`src/rtl/div_unit.sv`:
```
// div_unit: radix-2 restoring RV32M DIV/DIVU/REM/REMU divider, one quotient bit per clock
module div_unit #(
  parameter int DATA_WIDTH     = 32,
  parameter int REG_ADDR_WIDTH = 5
) (
  input  logic                      clk,
  input  logic                      rst,
  input  logic                      start_i,
  input  logic [1:0]                op_i,
  input  logic [DATA_WIDTH-1:0]     dividend_i,
  input  logic [DATA_WIDTH-1:0]     divisor_i,
  input  logic [REG_ADDR_WIDTH-1:0] rd_addr_i,
  input  logic                      flush_i,
  output logic                      busy_o,
  output logic                      valid_o,
  output logic [DATA_WIDTH-1:0]     result_o,
  output logic [REG_ADDR_WIDTH-1:0] rd_addr_o
);
  localparam int CW = $clog2(DATA_WIDTH);
  typedef enum logic [1:0] {IDLE, CALC, FIX, DONE} state_t;
  state_t r_state, w_next;
  logic [CW-1:0] r_cnt;
  logic [DATA_WIDTH-1:0] r_rem, r_quot, r_div;
  logic r_neg_q, r_neg_r, r_is_rem;
  logic [REG_ADDR_WIDTH-1:0] r_tag;
  logic w_accept, w_signed, w_zero, w_ovf, w_special;
  logic [DATA_WIDTH-1:0] w_abs_a, w_abs_b, w_special_res, w_res;
  logic [DATA_WIDTH:0] w_shift, w_diff;
  assign busy_o = r_state == CALC || r_state == FIX;
  assign valid_o = r_state == DONE;
  assign w_accept = start_i && !busy_o && !flush_i;
  assign w_signed = !op_i[0];
  assign w_abs_a = (w_signed && dividend_i[DATA_WIDTH-1]) ? -dividend_i : dividend_i;
  assign w_abs_b = (w_signed && divisor_i[DATA_WIDTH-1]) ? -divisor_i : divisor_i;
  assign w_zero = divisor_i == '0;
  assign w_ovf = w_signed && dividend_i == {1'b1, {(DATA_WIDTH-1){1'b0}}} && &divisor_i;
  assign w_special = w_zero || w_ovf;
  assign w_special_res = w_zero ? (op_i[1] ? dividend_i : '1) : (op_i[1] ? '0 : dividend_i);
  assign w_shift = {r_rem, r_quot[DATA_WIDTH-1]};
  assign w_diff = w_shift - {1'b0, r_div};
  assign w_res = r_is_rem ? (r_neg_r ? -r_rem : r_rem) : (r_neg_q ? -r_quot : r_quot);
  always_comb begin
    w_next = flush_i ? IDLE :
             w_accept ? (w_special ? DONE : CALC) :
             r_state == CALC ? (&r_cnt ? FIX : CALC) :
             r_state == FIX ? DONE : IDLE;
  end
  always_ff @(posedge clk) begin
    if (rst) r_state <= IDLE;
    else r_state <= w_next;
  end
  always_ff @(posedge clk) begin
    if (rst) begin
      r_cnt <= '0;
      r_rem <= '0;
      r_quot <= '0;
      r_div <= '0;
      r_neg_q <= 1'b0;
      r_neg_r <= 1'b0;
      r_is_rem <= 1'b0;
      r_tag <= '0;
      result_o <= '0;
      rd_addr_o <= '0;
    end else if (w_accept) begin
      r_cnt <= '0;
      r_rem <= '0;
      r_quot <= w_abs_a;
      r_div <= w_abs_b;
      r_neg_q <= w_signed && (dividend_i[DATA_WIDTH-1] ^ divisor_i[DATA_WIDTH-1]);
      r_neg_r <= w_signed && dividend_i[DATA_WIDTH-1];
      r_is_rem <= op_i[1];
      r_tag <= rd_addr_i;
      if (w_special) begin
        result_o <= w_special_res;
        rd_addr_o <= rd_addr_i;
      end
    end else if (r_state == CALC) begin
      r_cnt <= r_cnt + 1'b1;
      r_rem <= w_diff[DATA_WIDTH] ? w_shift[DATA_WIDTH-1:0] : w_diff[DATA_WIDTH-1:0];
      r_quot <= {r_quot[DATA_WIDTH-2:0], !w_diff[DATA_WIDTH]};
    end else if (r_state == FIX && !flush_i) begin
      result_o <= w_res;
      rd_addr_o <= r_tag;
    end
  end
endmodule

```
`config.mk`:
```
export PLATFORM = sky130hd
export DESIGN_NAME = div_unit
export DESIGN_NICKNAME = d
export VERILOG_FILES = /design/src/rtl/div_unit.sv
export SDC_FILE = /design/constraint.sdc
export NUM_CORES = 1
export LEC_CHECK = 0
export ABC_AREA = 1
export CAP_MARGIN = 20
export CORE_UTILIZATION = 42
export CTS_CLUSTER_SIZE = 12
export DETAILED_ROUTE_END_ITERATION = 16
export HOLD_SLACK_MARGIN = 0.15
export PLACE_DENSITY = 0.59
export SLEW_MARGIN = 20
export SYNTH_ARGS = -nofsm -noshare
export SYNTH_HDL_FRONTEND = slang
export SYNTH_SLANG_ARGS = --single-unit
```
`constraint.sdc`:
```
create_clock -name clk -period 2.1 [get_ports clk]
set_input_delay 0.42 -clock clk [delete_from_list [all_inputs] [get_ports clk]]
set_output_delay 0.42 -clock clk [all_outputs]
set_load 0.005 [all_outputs]
```
Word level (Yosys, flattened, before mapping)
Cells that the tools add are included.
- $add $sub $neg: 6
- eq/ne operators: 6
- multiplexer cells: 24
- bitwise logic cells: 1
- reductions and logical operators: 22
- operators with widths (cell ; count):
    2-to-1 mux 32 bit ; 15
    negation 32 bit ; 4
    subtractor 33 x 32 -> 33 bit ; 1
    equality test 32 bit (second input constant) ; 1
    zero test 32 bit ; 1
    AND reduction 32 bit ; 1
    2-to-1 mux 5 bit ; 4
    2-to-1 mux 2 bit ; 5
    logical AND 1 bit ; 8
    adder 5 x 1 -> 5 bit (second input constant) ; 1
    AND reduction 5 bit ; 1
    equality test 2 bit (second input constant) ; 2
    zero test 1 bit ; 4
    nonzero test 2 bit ; 2
    OR reduction 2 bit ; 2
    AND reduction 3 bit ; 1
    equality test 2 x 1 -> 1 bit (second input constant) ; 1
    logical OR 1 bit ; 2
    inequality test 2 x 1 -> 1 bit (second input constant) ; 1
    inequality test 2 bit (second input constant) ; 1
    XOR 1 bit ; 1
- register bits: 148

Logic depth before layout (Yosys ltp)
Gate-level depths: netlist of the first run.
- word-level depth: 7
- depth in mapped cells: 19
- depth with buffers taken out: 18

Least setup slack after synthesis of the first run
No wires, ideal clock.
- path type: flip-flop to flip-flop
- from: reg r_quot[31]
- to: reg r_rem[23]
- setup time: 0.132 ns
- arrival: 2.106 ns
- data required time: 1.968 ns
- setup slack: -0.139 ns
- cell stages (with the launch flop): 19
- buffers on the path: 1
- cells stage by stage: dfxtp_1 > inv_1 > ha_1 > fa_1 > inv_1 > nand2_1 > nand2_1 > nand3_1 > nand2_1 > nand2_1 > nand2_2 > nand2_2 > nand2_1 > nand2_1 > nand2_2 > buf_2 > nand2_1 > nand3_1 > a21oi_1
- cells in the longest elaborated chain, start to end: 2
- RTL lines (element ; line ; source):
    from (decl) ; 23 ; logic [DATA_WIDTH-1:0] r_rem, r_quot, r_div;
    from (signal assigned) ; 67 ; r_quot <= w_abs_a;
    from (signal assigned) ; 80 ; r_quot <= {r_quot[DATA_WIDTH-2:0], !w_diff[DATA_WIDTH]};
    subtractor 33 x 32 -> 33 bit ; 40 ; assign w_diff = w_shift - {1'b0, r_div};
    2-to-1 mux 32 bit ; 79 ; r_rem <= w_diff[DATA_WIDTH] ? w_shift[DATA_WIDTH-1:0] : w_diff[DATA_WIDTH-1:0];
    to (signal assigned) ; 79 ;
    to (decl) ; 23 ;
No other way between the ends.
A chain may end at the register's enable or synchronous reset.

Final worst setup path of the first run
Same ends and word-level chain as after synthesis.

==> metrics.txt, run 1 <==
status=finished with violations; failing checks=negative setup slack; largest net degree at the start of global routing=44; Port Buffers=113; most frequent cells in the layout=nand2_1 (667), buf_4 (359), inv_1 (328); Leak=9.54 nW; synthesized area=between 10,000 and 15,000 µm²; cell mode on critical path=nand2_2; Finished Layout Cells=between 3,000 and 4,000; Req. time, crit path=roughly 2.5 ns; yosys warns=0; vias=17,000; row count=64; Area after DPL=approximately 17,000 µm²; CP max stage cell=dfxtp_4; Yosys cell types=46; clock root cell=clkbuf_16; share of total power in sequential cells=0.301; unrepaired setup endpoints after global routing=yes; RD Place Congestion=approximately 0.96; Net Sw Frac=0.356; Clk Latency, worst-skew pair=0.44 ns; vias in the first global route=15,300; Design Area, Final=between 15,000 and 20,000 µm²; first-pass GRT wire length=80,200 µm; number of synthesized flops with an enable pin=0; sequential fraction of the synthesis area=0.227; #FFs+latches synth=148; core area=30,600 µm²; initial antenna violation count=0; most common cell after layout, fill and taps aside=nand2_1; CP bufs+invs=5; Max transition margin=0.653; Inserted Diodes=0; HPWL Detailed=41,200 µm; Slew Viols, Final=0; Setup crit start kind=flop; routed length per instance=16.5 µm; cells along the critical path=inv_4 -> ha_4 -> fa_2 -> inv_2 -> nand2_2 -> nand2_2 -> nand3_2 -> nand2_2 -> nand2_2 -> nand2_4 -> nand2_4 -> nand3_4 -> nand2_8 -> buf_6 -> buf_6 -> buf_6 -> nand2_4 -> nand3_2 -> a21oi_2; Die Area=31,800 µm²; P&R area growth vs syn=46.0%; synth top area cells=dfxtp_1 (23%), nand2_1 (21%), inv_1 (9.8%); Top delay family on crit path=simple AND/OR/NAND/NOR gates; combinational power share=0.372; fillcell total=about 3,000; placed cells=3,155; Max IR drop VDD=between 0.5 and 0.6 mV; Worst Skew=between 0.01 and 0.015 ns; drt first pass iters=6; GRT overflow=0; cells after synthesis=2,364; drt drc=0; CTS tree=done; CTS Buf Count=17; number of top-level pins=114; Clock power frac=0.327; Main synth FF type=dfxtp_1; largest stage delay on the critical path=about 0.37 ns; Final min period=2.39 ns; Worst Setup Path Type=flop to flop; clock-pin slew on the worst setup and hold paths=roughly 0.070 ns; Syn Nets=2,482; internal power=6.35 mW; layout cells sized above 1=0.227; max_cap viols=0; Total GRT Usage=0.326; Tightest Pin Transition=~0.52 ns; PwrDens=about 520 nW/µm²; clk sinks=148; # setup viols final=33; Final ANT Viol Nets=0; arrival time at the worst endpoint=about 2.8 ns; Syn Area/Cell=5.53 µm²; Setup crit end kind=flop; starting density of the core=0.428; Vias per Instance=5.28; Achievable Freq=0.418 GHz; Die H=178 µm; post-layout util=0.624; Layout Nets=between 2,000 and 3,000; Final Hold Vio Count=0; Synth top area share=0.227; P_sw=3.51 mW; CTS max path bufs=2; H-tree depth=4; Die W=178 µm; WL final=~53,000 µm; Setup TNS Final=-7.77 ns; Critical Path Fanout Max=5; Min-Delay Path Class=flop to flop; setup slack after layout=-0.292 ns; Async SR Flop Fraction=0; final worst-path cycle share=1.14; Initial DRC Count=1,512; area leader, netlist=dfxtp_1
-- worst min-delay path: cells and delay by family, from the launching register on --
| family | cells | cell delay (ns) |
|---|---|---|
| DFF | 1 | 0.32 |
| and+or+nand+nor | 2 | 0.10 |
-- synthesized netlist by cell type (all sizes together), types with 2 or more instances --
library cell	instances
o211ai	16
o31ai	2
xnor2	6
o32ai	4
a21oi	155
clkinv	4
o21bai	2
or2	7
nand4	31
and2	3
inv	355
clkbuf	60
ha	42
nand2	732
and3	4
nand3	202
o22ai	41
dfxtp	148
mux2i	5
a31oi	4
xor2	20
nor3	31
o21ai	171
nand3b	5
a32o	7
nor2	278
buf	25
-- cells by family (layout without fill, tap and decap cells) --
| family | Yosys count | after routing | synth area share |
|---|---|---|---|
| AO/OA/AOI/OAI | 404 | 404 | 0.168 |
| XOR/XNOR | 26 | 26 | 0.0174 |
| adder cells (fa/ha/maj) | 43 | 43 | 0.0417 |
| buffers and inverters | 444 | 900 | 0.131 |
| flip-flops | 148 | 148 | 0.227 |
| multiplexers | 5 | 5 | 0.00383 |
| AND/OR/NAND/NOR | 1294 | 1294 | 0.411 |
-- stage by stage --
stage | hold WS (ns) | total power, mW | worst slack (ns)
3_3_place_gp | 0.441 | 6.17 | -0.465
6_report | 0.463 | 9.86 | -0.292
5_1_grt | 0.479 | 10.3 | -0.394
3_5_place_dp | 0.443 | 6.18 | -0.527
2_1_floorplan | 0.422 | 4.71 | 0.0141
4_1_cts | 0.455 | 9.57 | -0.243
-- metal layers --
metal	wire (µm)	share of wire	vias up	global-route usage
li1	-	-	8474	-
met1	24300	0.46	7797	0.455
met2	24400	0.46	638	0.534
met3	3740	0.070	62	0.0358
met4	824	0.015	0	0.0773
met5	0	0	-	0
-- flip-flops by register name (all words and copies together) (netlist names) --
signal,count
r_rem,32
r_cnt,5
r_is_rem,1
r_neg_r,1
rd_addr_o,5
r_tag,5
r_neg_q,1
r_quot,32
r_state,2
result_o,32
r_div,32
-- cell type report --
| class | count | area (µm²) | share of cell area |
|---|---|---|---|
| Sequential cell | 148 | 2970 | 0.156 |
| Inverter | 359 | 1350 | 0.0708 |
| Multi-Input combinational cell | 1772 | 9160 | 0.480 |
| Timing Repair Buffer | 509 | 4510 | 0.236 |
| Clock inverter | 9 | 118 | 0.00616 |
| Tap cell | 396 | 495 | 0.0259 |
| Clock buffer | 23 | 488 | 0.0256 |
-- timing repair --
item | in CTS | in global routing
pin swaps | 16 | 49
hold buffers | 0 | 0
gates resized for setup | 56 | 165
setup endpoints to repair | 67 | 83
gates cloned | 5 | 3
setup buffers | 11 | 10
-- power groups by stage --
| stage | Combinational, mW | Clock [mW] | Sequential [mW] |
|---|---|---|---|
| 2_1_floorplan | 1.71 | 0 | 3.00 |
| 3_3_place_gp | 3.15 | 0 | 3.02 |
| 3_5_place_dp | 3.17 | 0 | 3.02 |
| 4_1_cts | 3.35 | 3.27 | 2.96 |
| 5_1_grt | 3.99 | 3.39 | 2.97 |
| 6_report | 3.67 | 3.23 | 2.96 |
-- path summary, 6_finish.rpt --
check / from / endpoint / slack, ns / cells after the start
max: r_quot[31] / r_rem[23] / -0.29 / 19
min reg2reg: r_div[21] / r_div[21] / 0.46 / 2
max reg2reg: r_quot[31] / r_rem[23] / -0.29 / 19
min: r_div[21] / r_div[21] / 0.46 / 2
Note: power is estimated with default switching activity, not from simulation.
==> inputs of run 2 (changes only) <==
- CORE_MARGIN: default -> 3
==> run 2 against run 1 <==
  * Largest cell class unchanged
  * Clock skew is 0.0066 ns higher
  * Critical path type unchanged
  * The run still ends with negative setup slack left
  * Count of clock-buffer cells in the layout is 5 lower
  * Critical endpoint is now r_rem[27]
  * Via count down 0.70%
  * Utilization rose by 1.5 points
  * Setup slack gained 0.037 ns
  * Highest routed layer unchanged
  * Hold slack worse by 0.0089 ns
  * Final area rose by 1.1%
  * First-iteration DRC count increased by 2.4%
==> metrics.txt, run 2 (same netlist as run 1, synthesis figures left out) <==
status=finished with violations; failing checks=negative setup slack; setup slack after layout=-0.255 ns (+0.0375 ns); layout cells sized above 1=0.238 (+0.0113); Leak=9.74 nW (+2.0%); cells along the critical path=inv_4 -> ha_4 -> fa_2 -> inv_2 -> nand2_2 -> nand2_2 -> nand3_2 -> nand2_2 -> nand2_2 -> nand2_4 -> nand2_4 -> nand2_4 -> nand2_4 -> nand2_8 -> buf_6 -> nand2_1 -> nand2_1 -> nand2_2 -> a21oi_2; vias in the first global route=15,400 (+0.86%); clk sinks=148 (unchanged); number of top-level pins=114 (unchanged); CTS Buf Count=17 (unchanged); CP bufs+invs=3 (-2); H-tree depth=4 (unchanged); Setup crit start kind=flop; Setup crit end kind=flop; CTS tree=done; most common cell after layout, fill and taps aside=nand2_1; post-layout util=0.639 (+0.0152); PwrDens=515 nW/µm² (-0.32%); vias=16,900 (-0.70%); WL final=52,700 µm (-0.86%); Power Total=9.94 mW (+0.78%); routed length per instance=16.4 µm (-0.83%); core area=30,200 µm² (-1.3%); Die H=182 µm (+2.2%); clock root cell=clkbuf_16; Slew Viols, Final=0 (unchanged); Achievable Freq=0.425 GHz (+1.6%); starting density of the core=0.433 (+0.00565); Hold WS=0.455 ns (-0.00887 ns); Setup TNS Final=-6.21 ns (+1.56 ns); Initial DRC Count=1,549 (+2.4%); Req. time, crit path=2.48 ns (about the same); Design Area, Final=19,300 µm² (+1.1%); Layout Nets=2,930 (+0.17%); final worst-path cycle share=1.12 (-0.0178); row count=63 (-1.6%); P&R area growth vs syn=47.6%; Tightest Pin Transition=0.515 ns (-0.00519 ns); CP max stage cell=dfxtp_2; # setup viols final=33 (unchanged); unrepaired setup endpoints after global routing=yes; Vias per Instance=5.24 (-0.67%); drt drc=0 (unchanged); Finished Layout Cells=3,215 (-0.031%); RD Place Congestion=0.965 (+0.96%); Max IR drop VDD=0.569 mV (+5.0%); Final min period=2.35 ns (-0.0375 ns); CTS max path bufs=2 (unchanged); Total GRT Usage=0.302 (-0.0247); HPWL Detailed=41,000 µm (-0.49%); Min-Delay Path Class=input pin to flop; Clk Latency, worst-skew pair=0.45 ns (about the same); Critical Path Fanout Max=5 (unchanged); Worst Setup Path Type=flop to flop; Final ANT Viol Nets=0 (unchanged); Max transition margin=0.656 (+0.00308); arrival time at the worst endpoint=2.73 ns (-0.04 ns); largest stage delay on the critical path=0.36 ns (about the same); first-pass GRT wire length=80,500 µm (+0.46%); placed cells=3,156 (+0.032%); initial antenna violation count=0 (unchanged); Inserted Diodes=0 (unchanged); Die W=182 µm (+2.2%); pre-CTS WS=-0.665 ns (-0.138 ns); Area after DPL=17,400 µm² (+0.33%); cell mode on critical path=nand2_2; Port Buffers=113 (unchanged); max_cap viols=0 (unchanged); clock-pin slew on the worst setup and hold paths=0.07 ns (about the same); Worst Skew=0.0184 ns (+0.00659 ns); largest net degree at the start of global routing=42 (-4.5%); Die Area=33,300 µm² (+4.5%); Final Hold Vio Count=0 (unchanged); hold buffers post-CTS=0 (unchanged); most frequent cells in the layout=nand2_1 (652), buf_4 (366), inv_1 (324); GRT overflow=0 (unchanged); Top delay family on crit path=simple AND/OR/NAND/NOR gates; drt first pass iters=6 (unchanged)
==> run 2: layer usage <==
layer  GRT usage  vias to the layer above  part of all wire
li1            -                     8464                 -
met1       0.426                     7780              0.47
met2       0.493                      553              0.46
met3      0.0411                       55             0.062
met4      0.0631                        0             0.017
met5           0                        -                 0
==> run 2: area by class of cell <==
class | instances | area [µm²]
Fill cell | 2946 | 10900
Multi-Input combinational cell | 1772 | 9290
Timing Repair Buffer | 514 | 4580
Sequential cell | 148 | 2970
Inverter | 359 | 1360
Tap cell | 390 | 488
Clock buffer | 18 | 439
Clock inverter | 14 | 185
==> run 2: what timing repair did <==
action / in CTS / in global routing
gates cloned: 5 / 5
setup endpoints to repair: 71 / 95
gates resized for setup: 75 / 187
buffers inserted: 6 / 14
pin swaps: 11 / 62
==> run 2: final timing paths <==
path	cells past startpoint	start	end	slack, ns
hold / removal	4	divisor_i[30]	r_div[30]	0.45
setup / recovery	19	r_quot[31]	r_rem[27]	-0.25
setup reg to reg	19	r_quot[31]	r_rem[27]	-0.25
hold reg to reg	2	result_o[12]	result_o[12]	0.47
==> run 2: worst register-to-register path, stage by stage (launching register included) <==
cell and delay [ns]:
dfxtp_2 0.36, inv_4 0.06, ha_4 0.17, fa_2 0.36, inv_2 0.06, nand2_2 0.04
nand2_2 0.07, nand3_2 0.08, nand2_2 0.10, nand2_2 0.07, nand2_4 0.09, nand2_4 0.09
nand2_4 0.10, nand2_4 0.07, nand2_8 0.13, buf_6 0.14, nand2_1 0.06, nand2_1 0.07
nand2_2 0.05, a21oi_2 0.15
==> run 2: power by group <==
part | switching [mW] | internal (mW) | leakage [nW] | total, mW
Combinational | 2.09 | 1.52 | 8.22 | 3.62
Clock | 1.50 | 1.85 | 0.308 | 3.35
Sequential | 0.0682 | 2.90 | 1.20 | 2.97
Total | 3.66 | 6.27 | 9.74 | 9.94
==> inputs of run 3 (changes only) <==
- PLACE_DENSITY: 0.59 -> default
==> run 3 against run 2 <==
  * The flow still finishes with violations (negative setup slack)
  * Total power shrank 5.3%
  * Hold slack lost 0.071 ns
  * Flip-flop and latch count is the same
  * Combinational power shrank 6.1%
  * Non-clock buffer count grew 28
  * Wire length shrank 1.6%
  * Via count is essentially flat
  * Final cell count grew 0.90%
  * Critical path depth shrank 1
  * Utilization shrank 0.97 points
  * Final area shrank 1.5%
  * Critical path type unchanged
  * Die area is the same
==> metrics.txt, run 3 (same netlist as run 1, synthesis figures left out) <==
Tightest Pin Transition=0.506 ns (-0.00882 ns); initial antenna violation count=1 (+1); drt first pass iters=5 (-1); Worst Setup Path Type=flop to flop; Total GRT Usage=0.295 (-0.00690); CTS tree=done; fillcell total=2,968 (+0.75%); Max IR drop VDD=0.565 mV (-0.66%); CP max stage cell=fa_2; most common cell after layout, fill and taps aside=nand2_1; Hold Path End=r_div[31]; RD Place Congestion=0.944 (-2.2%); number of top-level pins=114 (unchanged); final worst-path cycle share=1.13 (+0.00406); Die W=182 µm (unchanged); CTS max path bufs=2 (unchanged); Worst Skew=0.0134 ns (-0.00493 ns); row count=63 (unchanged); Req. time, crit path=2.47 ns (about the same); cell mode on critical path=nand2_2; starting density of the core=0.433 (unchanged); status=finished with violations; Setup crit end kind=flop; Die Area=33,300 µm² (unchanged); Min-Delay Path Class=input pin to flop; CTS Buf Count=17 (unchanged); setup slack, reg-to-reg=-0.26 ns (about the same); # setup viols final=33 (unchanged); failing checks=negative setup slack; routed length per instance=16.0 µm (-2.5%); Final min period=2.36 ns (+0.00853 ns); HPWL Detailed=40,600 µm (-1.0%); Port Buffers=113 (unchanged); Layout Nets=2,959 (+0.99%); Vias per Instance=5.19 (-0.98%); layout cells sized above 1=0.218 (-0.0199); Clk Latency, worst-skew pair=0.46 ns (about the same); Slew Viols, Final=0 (unchanged); placed cells=3,190 (+1.1%); Final ANT Viol Nets=0 (unchanged); unrepaired setup endpoints after global routing=yes; Die H=182 µm (unchanged); Initial DRC Count=1,342 (-13%); largest net degree at the start of global routing=47 (+12%); H-tree depth=4 (unchanged); largest stage delay on the critical path=0.39 ns (+0.03 ns); drt drc=0 (unchanged); cells along the critical path=inv_4 -> ha_4 -> fa_2 -> inv_2 -> nand2_2 -> nand2_2 -> nand3_2 -> nand2_2 -> nand2_2 -> nand2_4 -> nand2_4 -> nand3_1 -> nand2_2 -> buf_6 -> buf_4 -> nand2_1 -> nand3_1 -> a21oi_1; Achievable Freq=0.423 GHz (-0.36%); Critical Path Fanout Max=6 (+1); pre-CTS WS=-0.583 ns (+0.0815 ns); vias in the first global route=15,200 (-1.3%); setup slack after layout=-0.264 ns (-0.00853 ns); Inserted Diodes=0 (unchanged); Final Hold Vio Count=0 (unchanged); Leak=9.80 nW (+0.66%); WL final=51,900 µm (-1.6%); FF-to-FF path depth=18 (-1); first-pass GRT wire length=78,800 µm (-2.2%); Critical R2R Launch=r_quot[31]; core area=30,200 µm² (unchanged); Area after DPL=17,600 µm² (+1.3%); HP Start=divisor_i[31]; Finished Layout Cells=3,244 (+0.90%); Setup crit start kind=flop; clock-pin slew on the worst setup and hold paths=0.07 ns (about the same); Crit Reg-Reg Endpoint=r_rem[26]; clk sinks=148 (unchanged); arrival time at the worst endpoint=2.74 ns (about the same); clock root cell=clkbuf_16; GRT overflow=0 (unchanged); max_cap viols=0 (unchanged); vias=16,800 (-0.089%); PwrDens=495 nW/µm² (-3.9%); most frequent cells in the layout=nand2_1 (686), buf_4 (402), inv_1 (327); P&R area growth vs syn=45.4%; Max transition margin=0.662 (+0.00588); Design Area, Final=19,000 µm² (-1.5%); Hold Crit Depth=5 (+1)
## run 3: changes by cell type in the layout (fill, tap and decap cells not counted), moves of 5 or more
cell | before | now
nand3_1 | 179 | 188
nand3_2 | 19 | 12
o21ai_2 | 7 | 1
buf_12 | 23 | 17
nand2_2 | 63 | 35
a21oi_1 | 135 | 145
o21ai_1 | 18 | 23
a21oi_2 | 17 | 9
clkdlybuf4s50_1 | 98 | 93
buf_4 | 366 | 402
dlymetal6s2s_1 | 15 | 20
nand2_1 | 652 | 686
ha_4 | 15 | 6
ha_1 | 25 | 34
## run 3: how the worst max path moves through the flow
stage               slack [ns]    startpoint  cells after the start      endpoint
floorplan                 0.01    r_quot[31]                     18      r_rem[6]
global placement         -0.57  divisor_i[0]                     14  result_o[31]
detailed placement       -0.58  divisor_i[0]                     14  result_o[18]
CTS                      -0.20    r_quot[31]                     19     r_rem[29]
global route             -0.35     r_div[15]                     16     r_rem[26]
finish                   -0.26    r_quot[31]                     18     r_rem[26]
## run 3: repair_timing
item	CTS	global route
pin swaps	10	43
setup buffers	3	13
cloned	1	5
hold endpoints to repair	0	0
endpoints found under the setup margin	72	93
gates resized for setup	24	150
hold buffers	0	0
## run 3: final cells by class
cell class	count	area, µm²	area share
Inverter	359	1350	0.0710
Clock buffer	19	453	0.0238
Sequential cell	148	2970	0.156
Clock inverter	13	113	0.00592
Tap cell	390	488	0.0257
Multi-Input combinational cell	1773	8910	0.469
Timing Repair Buffer	542	4720	0.248
## run 3: layer usage
metal  global-route usage  part of all wire
met1                0.416              0.46
met2                0.479              0.46
met3               0.0446             0.067
met4               0.0606             0.016
met5                    0           0.00023
## run 3: report_power, final
part | total (mW) | switching (mW) | internal [mW]
clock network | 3.05 | 1.44 | 1.62
logic | 3.40 | 1.98 | 1.41
registers | 2.96 | 0.0607 | 2.90
total | 9.41 | 3.48 | 5.93
## run 3: critical path: cells and delay by family, from the launching register on
kind,cells,cell delay (ns)
simple gates,11,0.81
fa+ha+maj,2,0.56
buf+inv,4,0.38
flops,1,0.37
compound gates,1,0.15
## run 3: metrics by stage
stage / hold WS (ns) / setup TNS [ns] / util / total power [mW]
2_1_floorplan: 0.422 / 0 / - / 4.71
3_3_place_gp: 0.453 / -35.58 / 0.584 / 6.19
3_5_place_dp: 0.462 / -40.12 / 0.584 / 6.21
4_1_cts: 0.471 / -5.57 / 0.607 / 9.28
5_1_grt: 0.426 / -11.56 / 0.630 / 9.89
6_report: 0.383 / -7.14 / 0.630 / 9.41
